$ cat src/rtl/pcs_tx_code_group_sequencer.sv
// 1000BASE-X PCS transmit code-group sequencer.
// Expands the ordered set chosen by the transmit ordered-set FSM into one
// pre-8b/10b code-group per clock. It drives tx_even and tx_oset_indicate
// back to that FSM, which paces it.
// /I/ and /C/ must start on an even slot. A misaligned request is replaced
// by a single /V/ and reported with a one-cycle align_err pulse.
module pcs_tx_code_group_sequencer #(
    parameter int         CFG_W = 16,
    parameter logic [7:0] K28_5 = 8'hBC
) (
    input  logic             clk,
    input  logic             reset,
    input  logic [2:0]       tx_o_set,
    input  logic [7:0]       txd,
    input  logic [CFG_W-1:0] tx_config_reg,
    input  logic             rd_positive,
    output logic [7:0]       tx_cg,
    output logic             tx_is_k,
    output logic             tx_even,
    output logic             tx_oset_indicate,
    output logic             align_err
);

    // Ordered-set selector encoding
    localparam logic [2:0] OS_C = 3'd0;
    localparam logic [2:0] OS_I = 3'd1;
    localparam logic [2:0] OS_S = 3'd2;
    localparam logic [2:0] OS_V = 3'd3;
    localparam logic [2:0] OS_T = 3'd4;
    localparam logic [2:0] OS_R = 3'd5;
    localparam logic [2:0] OS_D = 3'd6;

    // Phase states: which code-group of a multi-group set is emitted next
    localparam logic [2:0] SINGLE = 3'd0;
    localparam logic [2:0] IDLE_2 = 3'd1;
    localparam logic [2:0] CFG_1  = 3'd2;
    localparam logic [2:0] CFG_2  = 3'd3;
    localparam logic [2:0] CFG_3  = 3'd4;

    // Fixed code-group values
    localparam logic [7:0] CG_S    = 8'hFB;
    localparam logic [7:0] CG_T    = 8'hFD;
    localparam logic [7:0] CG_R    = 8'hF7;
    localparam logic [7:0] CG_V    = 8'hFE;
    localparam logic [7:0] CG_I1   = 8'hC5;
    localparam logic [7:0] CG_I2   = 8'h50;
    localparam logic [7:0] CG_C1   = 8'hB5;
    localparam logic [7:0] CG_C2   = 8'h42;

    logic [2:0]       state, state_n;
    logic             c_sel, c_sel_n;
    logic             rd_lat, rd_lat_n;
    logic [CFG_W-1:0] cfg_lat, cfg_lat_n;
    logic [15:0]      cfg_word;
    logic [7:0]       cg_n;
    logic             k_n;
    logic             ind_n;
    logic             err_n;

    assign cfg_word = 16'(cfg_lat);

    // Next code-group, phase and latched set parameters
    always_comb begin
        state_n   = state;
        c_sel_n   = c_sel;
        rd_lat_n  = rd_lat;
        cfg_lat_n = cfg_lat;
        cg_n      = CG_V;
        k_n       = 1'b1;
        ind_n     = 1'b1;
        err_n     = 1'b0;
        case (state)
            SINGLE: begin
                case (tx_o_set)
                    OS_C: begin
                        if (tx_even) begin
                            err_n = 1'b1;
                        end else begin
                            cg_n      = K28_5;
                            ind_n     = 1'b0;
                            cfg_lat_n = tx_config_reg;
                            state_n   = CFG_1;
                        end
                    end
                    OS_I: begin
                        if (tx_even) begin
                            err_n = 1'b1;
                        end else begin
                            cg_n     = K28_5;
                            ind_n    = 1'b0;
                            rd_lat_n = rd_positive;
                            c_sel_n  = 1'b0;
                            state_n  = IDLE_2;
                        end
                    end
                    OS_S: begin
                        cg_n    = CG_S;
                        c_sel_n = 1'b0;
                    end
                    OS_T: begin
                        cg_n    = CG_T;
                        c_sel_n = 1'b0;
                    end
                    OS_R: begin
                        cg_n    = CG_R;
                        c_sel_n = 1'b0;
                    end
                    OS_D: begin
                        cg_n    = txd;
                        k_n     = 1'b0;
                        c_sel_n = 1'b0;
                    end
                    default: begin
                        cg_n    = CG_V;
                        c_sel_n = 1'b0;
                    end
                endcase
            end
            IDLE_2: begin
                cg_n    = rd_lat ? CG_I1 : CG_I2;
                k_n     = 1'b0;
                state_n = SINGLE;
            end
            CFG_1: begin
                cg_n    = c_sel ? CG_C2 : CG_C1;
                k_n     = 1'b0;
                ind_n   = 1'b0;
                state_n = CFG_2;
            end
            CFG_2: begin
                cg_n    = cfg_word[7:0];
                k_n     = 1'b0;
                ind_n   = 1'b0;
                state_n = CFG_3;
            end
            CFG_3: begin
                cg_n    = cfg_word[15:8];
                k_n     = 1'b0;
                c_sel_n = ~c_sel;
                state_n = SINGLE;
            end
            default: begin
                state_n = SINGLE;
            end
        endcase
    end

    // Register outputs and phase; tx_even alternates every code-group
    always_ff @(posedge clk) begin
        if (reset) begin
            state            <= SINGLE;
            c_sel            <= 1'b0;
            rd_lat           <= 1'b0;
            cfg_lat          <= '0;
            tx_cg            <= K28_5;
            tx_is_k          <= 1'b1;
            tx_even          <= 1'b0;
            tx_oset_indicate <= 1'b1;
            align_err        <= 1'b0;
        end else begin
            state            <= state_n;
            c_sel            <= c_sel_n;
            rd_lat           <= rd_lat_n;
            cfg_lat          <= cfg_lat_n;
            tx_cg            <= cg_n;
            tx_is_k          <= k_n;
            tx_even          <= ~tx_even;
            tx_oset_indicate <= ind_n;
            align_err        <= err_n;
        end
    end

    // OS_V is covered by the default branch above (reserved also maps to /V/)
    logic unused_os_v;
    assign unused_os_v = ^OS_V;

endmodule

$ cat config.mk
export PLATFORM = sky130hd
export DESIGN_NAME = pcs_tx_code_group_sequencer
export DESIGN_NICKNAME = d
export VERILOG_FILES = /design/src/rtl/pcs_tx_code_group_sequencer.sv
export SDC_FILE = /design/constraint.sdc
export NUM_CORES = 1
export LEC_CHECK = 0
export ABC_AREA = 1
export BUFFER_PORTS_ARGS = -buffer_cell sky130_fd_sc_hd__buf_2
export CELL_PAD_IN_SITES_DETAIL_PLACEMENT = 1
export CELL_PAD_IN_SITES_GLOBAL_PLACEMENT = 1
export CORE_MARGIN = 2
export CORE_UTILIZATION = 36
export CTS_CLUSTER_SIZE = 16
export DETAILED_ROUTE_END_ITERATION = 8
export PLACE_DENSITY = 0.81
export SYNTH_ARGS = -nofsm -noshare
export SYNTH_HDL_FRONTEND = slang
export SYNTH_SLANG_ARGS = --single-unit
export TNS_END_PERCENT = 50
$ cat constraint.sdc
create_clock -name clk -period 1.55 [get_ports clk]
set_input_delay 0.31 -clock clk [delete_from_list [all_inputs] [get_ports clk]]
set_output_delay 0.31 -clock clk [all_outputs]
set_load 0.1 [all_outputs]
Word-level counts from Yosys, hierarchy flattened
Cells that the tools add are included.

Latch bits: 0. Memory bits (writable): 0. Bits in registers: 33. Memories kept: 0. ROM bits: 0. Word-level logic and storage cells: 54.

$lt $le $gt $ge: 0. $add $sub $neg: 0. Equality and inequality tests: 13. Shift operators: 0. Reductions and logical operators: 11. Muxes and demuxes: 17. Div/mod/pow operators: 0. Bitwise operators: 4. $mul: 0.

Operators by type and width (number): 8-bit case mux with 5 select lines (2); 8-bit 2-to-1 mux (2); 3-bit == test (second input constant) (4); 3-bit AND reduction (4); 3-bit by 2-bit == test with 1-bit output (second input constant) (3); 3-bit case mux with 3 select lines (1); 1-bit case mux with 2 select lines (4); 7-bit 2-to-1 mux (1); 3-bit by 1-bit == test with 1-bit output (second input constant) (2); 3-bit logical NOT (2); 3-bit 2-to-1 mux (2); 3-bit != test (second input constant) (2); 3-bit case mux with 2 select lines (1); 1-bit 2-to-1 mux (4); 1-bit NOT (4); 2-bit OR reduction (2); 4-bit OR reduction (1); 3-bit by 1-bit != test with 1-bit output (second input constant) (1); 3-bit OR reduction (1); 2-bit != test (second input constant) (1); 2-bit nonzero test (1).

Logic depth before layout (Yosys ltp)
Gate-level depths: netlist of the first run.

Depth after elaboration: 4. Mapped depth: 8. Gate-level depth less buffers: 7.

Worst setup path after synthesis of the first run
No wires, ideal clock.

Kind: reg-to-reg. From: register tx_even. To: register cfg_lat[10]. Buffers on the path: 1. Arrival: 1.682 ns. Stages on the path, launching flop included: 7. Setup slack: -0.245 ns. Clock period less this slack: 1.795 ns. Path through: dfxtp_1 -> inv_1 -> nand2_4 -> inv_6 -> buf_12 -> nor2_1 -> nor2_1.

Word-level cells in the longest chain between the ends: 2.

RTL lines: start: declaration (line 19) `output logic tx_even,`; start signal: assignment (line 167) `tx_even <= ~tx_even;`; 1-bit NOT (no source line); 3-bit AND reduction (no source line); end signal: assignment (line 164) `cfg_lat <= cfg_lat_n;`; end: declaration (line 53) `logic [CFG_W-1:0] cfg_lat, cfg_lat_n;`.

Every way passes these cells. A chain may end at the register's enable or synchronous reset.

Final worst setup path of the first run
From: register tx_even. To: output port tx_even.

No word-level cell between the ends.

==> run summary, run 1 <==
Final Critical Period = 1420 ps
Total GRT Usage = 0.199
FF+latch area = 662 um^2
Seq/Total Area, Yosys = 0.447
CTS tree = done
layout cell share with drive strength beyond 1 = 0.259
clk buf depth = 2
Worst path max stage delay = 440 ps
synthesized area = 0.00148 mm^2
Net Sw Frac = 0.311
CP endpoint kind = output pin
Synthesized Nets = 233
RePlAce Congestion = 0.819
compound-gate portion of the synthesized area = 0.119
final period utilization = 0.917
DIE HEIGHT = 68.1 um
met3 Usage GRT = 0.0707
Psw = 662 uW
clock power share = 0.367
initial antenna violation count = 0
PortBufs = 41
max-slew violation count = 0
post-synth cell types = 25
max-cap violations = 0
M2 GR Usage = 0.328
Final setup viols = 0
H-tree lvl count = 2
crit path DAT = 1110 ps
Boundary Pins = 42
Simple-Gate Fraction of Synth Area = 0.363
Layout area overhead = 22.5%
Syn Inst Count = 203
largest net degree at the start of global routing = 18
post-synthesis mux area share = 0
number of inserted diodes = 0
Power Total = 2.13 mW
clk_skew = 5.00 ps
DRC = 0
Hold Vio Cnt, Final = 0
Ys Warns = 0
CTS resizes = 0
total wire length = 3990 um
initial core utilization = 0.372
Top delay family on crit path = buffers and inverters
worst-path cell chain = buf_2
Fmax achieved = 703 MHz
status = finished clean
final setup TNS = 0 ps
post-DP HPWL = 2860 um
Synth Area in XOR/XNOR = 0
combinational share of power = 0.200
via count = 1,425
Final Instance Area = 0.00181 mm^2
CTS root buf = clkbuf_8
Clk pin slew, worst setup/hold paths = 70 ps
# fillers = 515
ANT nets after route = 0
Via density = 4.80
GRT overflow = 0
die width = 68.1 um
area of the multi-input gates = 712 um^2
Power Density = 1180 mW/mm^2
slowest CP cell = buf_2
worst endpoint required time = 1240 ps
largest family of logic cells by synthesized area = simple AND/OR/NAND/NOR gates
CTS sink cnt = 33
worst-skew pair later-pin latency = 290 ps
Tightest Hold Check Type = primary input to register
TritonCTS Buffers = 5
CTS Hold Bufs = 0
initial DRC count = 47
gr busiest metal = met2
element type at the critical path start = register
leakage = 0.823 nW
slew margin rel. = 0.676
core area = 0.00397 mm^2
dpl cell area = 0.00171 mm^2
Setup CP Type = register to output pin
first-pass GRT wire length = 6620 um
Hold Slack = 260 ps
crit path max fanout = 5
syn avg cell area = 7.28 um^2
RSZ-0062 raised after global routing = false
nets@finish = 277
maximum vdd ir drop = 0.506 mV
Worst-Margin Slew = 490 ps
worst path buffer plus inverter count = 1
Int Pwr = 1.47 mW
Final Util = 0.456
GR Util met1 = 0.237
total iterations of the first detailed-routing run = 4
wire per inst = 13.4 um
vias in the first global route = 1,425
die area = 0.00463 mm^2
Flop pwr share = 0.433
Seq cells post-synth = 33
num rows = 23
postcts setup bufs = 0
post-synthesis adder-cell area fraction = 0
metal layers:
metal  up-vias  part of all wire
li1        736                 -
met1       644              0.45
met2        36              0.47
met3         9             0.064
met4         0             0.019
met5         -                 0
cells by family (layout without fill, tap and decap cells):
| kind of cell | after synthesis | count (layout) |
|---|---|---|
| compound gates | 33 | 33 |
| flops | 33 | 33 |
| buf+inv | 19 | 63 |
| simple gates | 118 | 118 |
stage by stage:
step | worst slack [ps] | std cells
2_1_floorplan | 145 | 203
3_3_place_gp | 151 | 290
3_5_place_dp | 169 | 290
4_1_cts | 128 | 297
5_1_grt | 102 | 297
6_report | 128 | 297
layout by cell type (no fill, tap or decap):
cell,instances
a21oi_1,8
a31oi_1,1
buf_2,41
buf_4,1
bufinv_16,1
clkbuf_8,5
clkinv_2,1
dfxtp_1,32
dfxtp_2,1
inv_1,11
inv_2,2
inv_6,1
nand2_1,41
nand2_2,2
nand2_4,3
nand3_1,11
nand4_1,4
nor2_1,49
nor2_2,1
nor2_4,5
nor3_1,2
o21ai_0,11
o21ai_1,10
o21bai_1,1
o221ai_1,1
o31ai_1,1
worst paths after layout:
path	end	slack (ps)	cells after the start	startpoint
max	tx_even	130	1	tx_even$_SDFF_PP0_
min	cfg_lat[9]$_SDFFE_PP0P_	260	3	tx_config_reg[9]
max reg2reg	tx_cg[2]$_SDFF_PP1_	220	6	state[0]$_SDFFE_PP0P_
min reg2reg	tx_cg[3]$_SDFF_PP1_	480	2	cfg_lat[3]$_SDFFE_PP0P_
sequential cells by signal, indices dropped and copies added (netlist names):
| signal | flops |
|---|---|
| align_err | 1 |
| c_sel | 1 |
| cfg_lat | 16 |
| rd_lat | 1 |
| state | 3 |
| tx_cg | 8 |
| tx_even | 1 |
| tx_is_k | 1 |
| tx_oset_indicate | 1 |
cell usage after synthesis:
| master | n | area (um^2) |
|---|---|---|
| buf_2 | 1 | 5.00 |
| nor2_4 | 5 | 56.3 |
| nand3_1 | 11 | 55.1 |
| buf_4 | 1 | 7.51 |
| nand2_4 | 3 | 33.8 |
| buf_12 | 1 | 20.0 |
| nand4_1 | 4 | 25.0 |
| o21bai_1 | 1 | 7.51 |
| inv_6 | 1 | 8.76 |
| nor2_1 | 49 | 184 |
| inv_2 | 2 | 7.51 |
| inv_1 | 11 | 41.3 |
| buf_6 | 1 | 11.3 |
| o21ai_0 | 11 | 55.1 |
| nand2_2 | 2 | 12.5 |
| nand2_1 | 41 | 154 |
| o221ai_1 | 1 | 8.76 |
| buf_1 | 1 | 3.75 |
| o31ai_1 | 1 | 7.51 |
| o21ai_1 | 10 | 50.1 |
| nor3_1 | 2 | 10.0 |
| nor2_2 | 1 | 6.26 |
| a31oi_1 | 1 | 6.26 |
| dfxtp_1 | 33 | 661 |
| a21oi_1 | 8 | 40.0 |
final cells by class:
cell class / instances / share of cell area
inverters: 14 / 0.0318
well taps: 50 / 0.0346
clock inverters: 2 / 0.0194
repair buffers: 42 / 0.117
flip-flops and latches: 33 / 0.366
clock buffers: 5 / 0.0380
multi-input cells: 151 / 0.393
power by group through the flow:
| stage | Combinational [mW] | Sequential (mW) | Clock (mW) |
|---|---|---|---|
| finish | 0.426 | 0.923 | 0.782 |
| global route | 0.464 | 0.927 | 0.834 |
| CTS | 0.428 | 0.923 | 0.797 |
| detailed placement | 0.423 | 0.941 | 0 |
| global placement | 0.421 | 0.941 | 0 |
| floorplan | 0.162 | 1.11 | 0 |
Power figures use the tool's default switching activity.
==> inputs of run 2 (changes only) <==
--- a/config.mk
+++ b/config.mk
@@ -5,7 +5,6 @@
 export SDC_FILE = /design/constraint.sdc
 export NUM_CORES = 1
 export LEC_CHECK = 0
-export ABC_AREA = 1
 export BUFFER_PORTS_ARGS = -buffer_cell sky130_fd_sc_hd__buf_2
 export CELL_PAD_IN_SITES_DETAIL_PLACEMENT = 1
 export CELL_PAD_IN_SITES_GLOBAL_PLACEMENT = 1
@@ -13,7 +12,7 @@
 export CORE_UTILIZATION = 36
 export CTS_CLUSTER_SIZE = 16
 export DETAILED_ROUTE_END_ITERATION = 8
-export PLACE_DENSITY = 0.81
+export PLACE_DENSITY = 0.8
 export SYNTH_ARGS = -nofsm -noshare
 export SYNTH_HDL_FRONTEND = slang
 export SYNTH_SLANG_ARGS = --single-unit
==> run 2 against run 1 <==
  * Flip-flop and latch count stayed put
  * Core utilization is 3.4 points higher
  * Via count is 2.7% higher
  * Critical endpoint unchanged
==> run summary, run 2 <==
status = finished clean (unchanged)
Worst Setup Slack, final = 83.2 ps (was 128 ps)
most common cell after layout, fill and taps aside = buf_2 (was nor2_1)
Clk pin slew, worst setup/hold paths = 70 ps (about the same)
Worst-Margin Slew = 491 ps (was 490 ps)
RSZ-0062 raised after global routing = false (unchanged)
largest net degree at the start of global routing = 31 (was 18)
Synthesized Nets = 211 (was 233)
slew margin rel. = 0.675 (was 0.676)
syn avg cell area = 8.14 um^2 (was 7.28 um^2)
CP endpoint kind = output pin (unchanged)
Layout area overhead = 32.2% (was 22.5%)
Top delay family on crit path = buffers and inverters (unchanged)
Async S/R FF share, synth = 0 (unchanged)
layout cell share with drive strength beyond 1 = 0.328 (was 0.259)
vias in the first global route = 1,409 (was 1,425)
initial core utilization = 0.371 (was 0.372)
ANT nets after route = 0 (unchanged)
worst-skew pair later-pin latency = 290 ps (about the same)
CTS Hold Bufs = 0 (unchanged)
Hold Crit Endpoint = cfg_lat[2]$_SDFFE_PP0P_ (was cfg_lat[9]$_SDFFE_PP0P_)
max-cap violations = 0 (unchanged)
Reg2Reg Depth = 4 (was 6)
Hold Vio Cnt, Final = 0 (unchanged)
postcts setup bufs = 0 (unchanged)
post-DP HPWL = 3120 um (was 2860 um)
final cell count without fillers = 282 (was 297)
slowest CP cell = buf_2 (unchanged)
element type at the critical path start = register (unchanged)
Total GRT Usage = 0.207 (was 0.199)
worst path buffer plus inverter count = 1 (unchanged)
nets@finish = 261 (was 277)
H-tree lvl count = 2 (unchanged)
total iterations of the first detailed-routing run = 4 (unchanged)
most common cell in the netlist = nand2_1 (was nor2_1)
wire per inst = 15.0 um (was 13.4 um)
GRT overflow = 0 (unchanged)
crit path DAT = 1160 ps (was 1110 ps)
CTS sink cnt = 33 (unchanged)
Final setup viols = 0 (unchanged)
worst endpoint required time = 1240 ps (about the same)
area share of the largest cell type after synthesis = 0.449 (was 0.447)
max-slew violation count = 0 (unchanged)
Final Critical Period = 1470 ps (was 1420 ps)
Setup CP Type = register to output pin (unchanged)
leakage = 0.762 nW (was 0.823 nW)
RePlAce Congestion = 0.764 (was 0.819)
Post-synth EDFFs = 0 (unchanged)
clk_skew = 6.89 ps (was 5.00 ps)
synthesized area = 0.00147 mm^2 (was 0.00148 mm^2)
first-pass GRT wire length = 6910 um (was 6620 um)
Largest register FFs = 16 (unchanged)
Hold Slack = 261 ps (was 260 ps)
DRC = 0 (unchanged)
initial DRC count = 66 (was 47)
most common library cells after synthesis = 37 x nand2_1, 33 x dfxtp_1, 27 x a21oi_1 (was 49 x nor2_1, 41 x nand2_1, 33 x dfxtp_1)
Seq cells post-synth = 33 (unchanged)
DP Cell Count = 274 (was 290)
Worst Hold Launch = tx_config_reg[2] (was tx_config_reg[9])
crit path max fanout = 8 (was 5)
via count = 1,464 (was 1,425)
post-synth cell types = 37 (was 25)
Critical Path Start = tx_even$_SDFF_PP0_ (unchanged)
largest registers = cfg_lat (16), tx_cg (8), state (3) (unchanged)
R2R Path End = tx_cg[4]$_SDFF_PP1_ (was tx_cg[2]$_SDFF_PP1_)
commonest register cell after synthesis = dfxtp_1 (unchanged)
Via density = 5.19 (was 4.80)
Tightest Hold Check Type = primary input to register (unchanged)
num rows = 23 (unchanged)
Syn Inst Count = 181 (was 203)
maximum vdd ir drop = 0.705 mV (was 0.506 mV)
CTS root buf = clkbuf_8 (unchanged)
most frequent cells in the layout = 41 x buf_2, 37 x nand2_1, 29 x dfxtp_1, 27 x a21oi_1, 16 x buf_4 (was 49 x nor2_1, 41 x nand2_1, 41 x buf_2, 32 x dfxtp_1)
worst-path cell chain = buf_2 (unchanged)
WHS Path Cells = 3 (unchanged)
DIE HEIGHT = 68.0 um (was 68.1 um)
PortBufs = 41 (unchanged)
Fmax achieved = 682 MHz (was 703 MHz)
r2r setup slk = 110 ps (was 220 ps)
DP Worst Slack = -33.4 ps (was 169 ps)
Worst path max stage delay = 460 ps (was 440 ps)
clk buf depth = 2 (unchanged)
Largest Register = cfg_lat (unchanged)
Boundary Pins = 42 (unchanged)
total wire length = 4220 um (was 3990 um)
final period utilization = 0.946 (was 0.917)
Seq/Total Area, Yosys = 0.449 (was 0.447)
Power Density = 1100 mW/mm^2 (was 1180 mW/mm^2)
# fillers = 489 (was 515)
Critical R2R Launch = state[1]$_SDFFE_PP0P_ (was state[0]$_SDFFE_PP0P_)
TritonCTS Buffers = 5 (unchanged)
initial antenna violation count = 0 (unchanged)
Synth area leaders = dfxtp_1 45%, nand2_1 9.4%, a21oi_1 9.2% (was dfxtp_1 45%, nor2_1 12%, nand2_1 10%)
core area = 0.00397 mm^2 (unchanged)
die area = 0.00462 mm^2 (was 0.00463 mm^2)
Ys Warns = 0 (unchanged)
die width = 68.0 um (was 68.1 um)
leading area contributor after synthesis = dfxtp_1 (unchanged)
CTS tree = done (unchanged)
number of inserted diodes = 0 (unchanged)
==> run 2: cell types whose count changed after synthesis, sizes merged, moves of 5 or more <==
| cell | before | now |
|---|---|---|
| a21oi | 8 | 27 |
| clkbuf | 0 | 8 |
| inv | 14 | 2 |
| nand2 | 46 | 37 |
| nand2b | 0 | 5 |
| nand3 | 11 | 3 |
| nor2 | 55 | 10 |
| nor2b | 0 | 5 |
| o21ai | 21 | 8 |
==> run 2: worst max-delay path by stage <==
stage | end | slack, ps | cells after the start
global route | tx_cg[6]$_SDFF_PP0_ | 20 | 5
detailed placement | tx_cg[4]$_SDFF_PP1_ | -30 | 5
finish | tx_even | 80 | 1
CTS | tx_cg[4]$_SDFF_PP1_ | 3 | 4
global placement | tx_cg[4]$_SDFF_PP1_ | 70 | 5
floorplan | tx_cg[4]$_SDFF_PP1_ | -40 | 6
==> run 2: kinds of logic after synthesis <==
| family | share of synthesized area |
|---|---|
| buf+inv | 0.0612 |
| simple gates | 0.259 |
| flops | 0.449 |
| compound gates | 0.210 |
| mux | 0.0212 |
==> run 2: what timing repair did <==
item                       4_1_cts  5_1_grt
gates cloned                     0        0
setup endpoints to repair        1       17
pin swaps                        0        2
resized for setup                1        5
==> run 2: metal layers <==
metal	part of all wire	track usage	vias up
met1	0.42	0.246	701
met2	0.52	0.357	37
met5	0	0	-
met4	0.015	0.0750	0
li1	-	-	720
met3	0.047	0.0543	6
==> run 2: layout make-up <==
type                    instances  area, um^2  area share
inverters                       2        7.51     0.00386
clock buffers                   7        86.3      0.0443
clock inverters                 1        30.0      0.0154
flip-flops and latches         33         666       0.342
well taps                      50        62.6      0.0321
multi-input cells             130         729       0.375
repair buffers                 59         365       0.188
==> run 2: power breakdown <==
part | internal [mW] | switching, mW
Sequential | 0.884 | 0.0184
Combinational | 0.124 | 0.277
Clock | 0.524 | 0.316
==> run 2: metrics by stage <==
step | setup TNS, ps | power [mW] | area, um^2 | util
global route | 0 | 2.23 | 1950 | 0.490
global placement | 0 | 1.31 | 1820 | 0.458
detailed placement | -33.4 | 1.32 | 1820 | 0.458
CTS | 0 | 2.16 | 1940 | 0.487
finish | 0 | 2.14 | 1950 | 0.490
floorplan | -40.2 | 1.20 | 1470 | -
==> inputs of run 3 (changes only) <==
--- a/config.mk
+++ b/config.mk
@@ -6,13 +6,13 @@
 export NUM_CORES = 1
 export LEC_CHECK = 0
 export BUFFER_PORTS_ARGS = -buffer_cell sky130_fd_sc_hd__buf_2
-export CELL_PAD_IN_SITES_DETAIL_PLACEMENT = 1
-export CELL_PAD_IN_SITES_GLOBAL_PLACEMENT = 1
+export CELL_PAD_IN_SITES_DETAIL_PLACEMENT = 2
+export CELL_PAD_IN_SITES_GLOBAL_PLACEMENT = 2
 export CORE_MARGIN = 2
-export CORE_UTILIZATION = 36
+export CORE_UTILIZATION = 28
 export CTS_CLUSTER_SIZE = 16
 export DETAILED_ROUTE_END_ITERATION = 8
-export PLACE_DENSITY = 0.8
+export PLACE_DENSITY = 0.79
 export SYNTH_ARGS = -nofsm -noshare
 export SYNTH_HDL_FRONTEND = slang
 export SYNTH_SLANG_ARGS = --single-unit
==> run 3 against run 2 <==
  * Sequential share of layout area shrank 0.90 points
  * Register-to-register slack lost 70 ps
  * Via count is essentially flat
  * First-iteration DRC count shrank 30%
  * Critical endpoint is now tx_cg[4]$_SDFF_PP1_
==> run summary, run 3 (synthesis results as in run 2) <==
status = finished clean (unchanged)
Final Instance Area = 0.00201 mm^2 (was 0.00195 mm^2)
CTS sink cnt = 33 (unchanged)
RSZ-0062 raised after global routing = true (was false)
total wire length = 5100 um (was 4220 um)
Worst-Margin Slew = 490 ps (was 491 ps)
worst-skew pair later-pin latency = 290 ps (about the same)
Layout area overhead = 36.8% (was 32.2%)
initial antenna violation count = 0 (unchanged)
FF+latch area = 671 um^2 (was 666 um^2)
area of the multi-input gates = 734 um^2 (was 729 um^2)
Critical Path Stages = 4 (was 1)
largest registers = cfg_lat (16), tx_cg (8), state (3) (unchanged)
worst path buffer plus inverter count = 0 (was 1)
initial DRC count = 46 (was 66)
TritonCTS Buffers = 5 (unchanged)
final period utilization = 0.976 (was 0.946)
leakage = 0.788 nW (was 0.762 nW)
post-DP HPWL = 3470 um (was 3120 um)
Clk pin slew, worst setup/hold paths = 80 ps (was 70 ps)
dpl cell area = 0.00184 mm^2 (was 0.00182 mm^2)
H-tree lvl count = 2 (unchanged)
crit path DAT = 1690 ps (was 1160 ps)
ANT nets after route = 0 (unchanged)
maximum vdd ir drop = 0.379 mV (was 0.705 mV)
PortBufs = 41 (unchanged)
element type at the critical path start = register (unchanged)
worst-path cell chain = or2_4 > a221oi_4 > nand2b_1 > or3_1 (was buf_2)
slew margin rel. = 0.675 (about the same)
Final Util = 0.394 (was 0.490)
initial core utilization = 0.288 (was 0.371)
most frequent cells in the layout = 41 x buf_2, 37 x nand2_1, 29 x dfxtp_1, 27 x a21oi_1, 18 x buf_4 (was 41 x buf_2, 37 x nand2_1, 29 x dfxtp_1, 27 x a21oi_1, 16 x buf_4)
via count = 1,463 (was 1,464)
first-pass GRT wire length = 8260 um (was 6910 um)
Top delay family on crit path = simple AND/OR/NAND/NOR gates (was buffers and inverters)
CTS root buf = clkbuf_8 (unchanged)
# fillers = 592 (was 489)
Via density = 4.81 (was 5.19)
Hold Vio Cnt, Final = 0 (unchanged)
RePlAce Congestion = 0.824 (was 0.764)
max-cap violations = 0 (unchanged)
CP endpoint kind = register (was output pin)
crit path max fanout = 4 (was 8)
total iterations of the first detailed-routing run = 4 (unchanged)
Setup CP Type = register to register (was register to output pin)
vias in the first global route = 1,621 (was 1,409)
final setup TNS = 0 ps (unchanged)
wire per inst = 16.8 um (was 15.0 um)
die width = 76.5 um (was 68.0 um)
Final setup viols = 0 (unchanged)
DP Worst Slack = -52.8 ps (was -33.4 ps)
clk_skew = 5.72 ps (was 6.89 ps)
Worst Setup Slack, final = 37.0 ps (was 83.2 ps)
worst endpoint required time = 1730 ps (was 1240 ps)
number of inserted diodes = 0 (unchanged)
nets@finish = 263 (was 261)
Fmax achieved = 661 MHz (was 682 MHz)
slowest CP cell = dfxtp_4 (was buf_2)
largest net degree at the start of global routing = 31 (unchanged)
Critical R2R Launch = state[0]$_SDFFE_PP0P_ (was state[1]$_SDFFE_PP0P_)
Power Density = 1140 mW/mm^2 (was 1100 mW/mm^2)
die area = 0.00586 mm^2 (was 0.00462 mm^2)
R2R Path End = tx_cg[4]$_SDFF_PP1_ (unchanged)
num rows = 26 (was 23)
CTS tree = done (unchanged)
Boundary Pins = 42 (unchanged)
GRT overflow = 0 (unchanged)
Worst path max stage delay = 370 ps (was 460 ps)
Largest register FFs = 16 (unchanged)
r2r setup slk = 40 ps (was 110 ps)
Reg2Reg Depth = 4 (unchanged)
max-slew violation count = 0 (unchanged)
Worst Hold Launch = tx_config_reg[1] (was tx_config_reg[2])
DRC = 0 (unchanged)
Total GRT Usage = 0.183 (was 0.207)
layout cell share with drive strength beyond 1 = 0.342 (was 0.328)
DIE HEIGHT = 76.5 um (was 68.0 um)
core area = 0.00511 mm^2 (was 0.00397 mm^2)
Hold Crit Endpoint = cfg_lat[1]$_SDFFE_PP0P_ (was cfg_lat[2]$_SDFFE_PP0P_)
Tightest Hold Check Type = primary input to register (unchanged)
Final Critical Period = 1510 ps (was 1470 ps)
WHS Path Cells = 3 (unchanged)
Largest Register = cfg_lat (unchanged)
most common cell after layout, fill and taps aside = buf_2 (unchanged)
Power Total = 2.30 mW (was 2.14 mW)
clk buf depth = 2 (unchanged)
-- run 3: metal layers --
| metal | track usage | vias up | routed length (um) | share of wire |
|---|---|---|---|---|
| li1 | - | 724 | - | - |
| met1 | 0.208 | 707 | 2190 | 0.43 |
| met2 | 0.334 | 27 | 2690 | 0.53 |
| met3 | 0.0486 | 5 | 165 | 0.032 |
| met4 | 0.0545 | 0 | 51 | 0.010 |
| met5 | 0 | - | 0 | 0 |
-- run 3: worst register-to-register path, stage by stage, from the launching register on --
cell      delay [ps]
dfxtp_4          370
or2_4            250
a221oi_4         300
nand2b_1         120
or3_1            360
-- run 3: what timing repair did --
item	in CTS	in global routing
pin swaps	1	2
endpoints found under the hold margin	0	0
endpoints found under the setup margin	2	5
cloned	0	0
setup buffers	1	1
resized for setup	6	3
hold buffers	0	0
-- run 3: how the worst max path moves through the flow --
| stage | start | endpoint | slack [ps] |
|---|---|---|---|
| 2_1_floorplan | state[0]$_SDFFE_PP0P_ | tx_cg[4]$_SDFF_PP1_ | -40 |
| 3_3_place_gp | tx_o_set[0] | tx_cg[4]$_SDFF_PP1_ | 20 |
| 3_5_place_dp | tx_o_set[0] | tx_cg[4]$_SDFF_PP1_ | -50 |
| 4_1_cts | state[1]$_SDFFE_PP0P_ | tx_cg[4]$_SDFF_PP1_ | 10 |
| 5_1_grt | state[0]$_SDFFE_PP0P_ | tx_cg[4]$_SDFF_PP1_ | -60 |
| 6_report | state[0]$_SDFFE_PP0P_ | tx_cg[4]$_SDFF_PP1_ | 40 |
-- run 3: area by class of cell --
cell class,instances,area share
Clock buffer,5,0.0342
Clock inverter,3,0.0323
Inverter,2,0.00373
Multi-Input combinational cell,130,0.365
Sequential cell,33,0.333
Tap cell,70,0.0435
Timing Repair Buffer,61,0.189
-- run 3: where the power goes --
group	switching, mW	internal, mW
logic	0.284	0.124
clock network	0.349	0.639
registers	0.0197	0.881
-- run 3: stage by stage --
step / hold slack [ps] / std cells
after floorplan: 393 / 181
after global placement: 441 / 294
after detailed placement: 460 / 294
after CTS: 242 / 303
after global routing: 250 / 304
final: 247 / 304
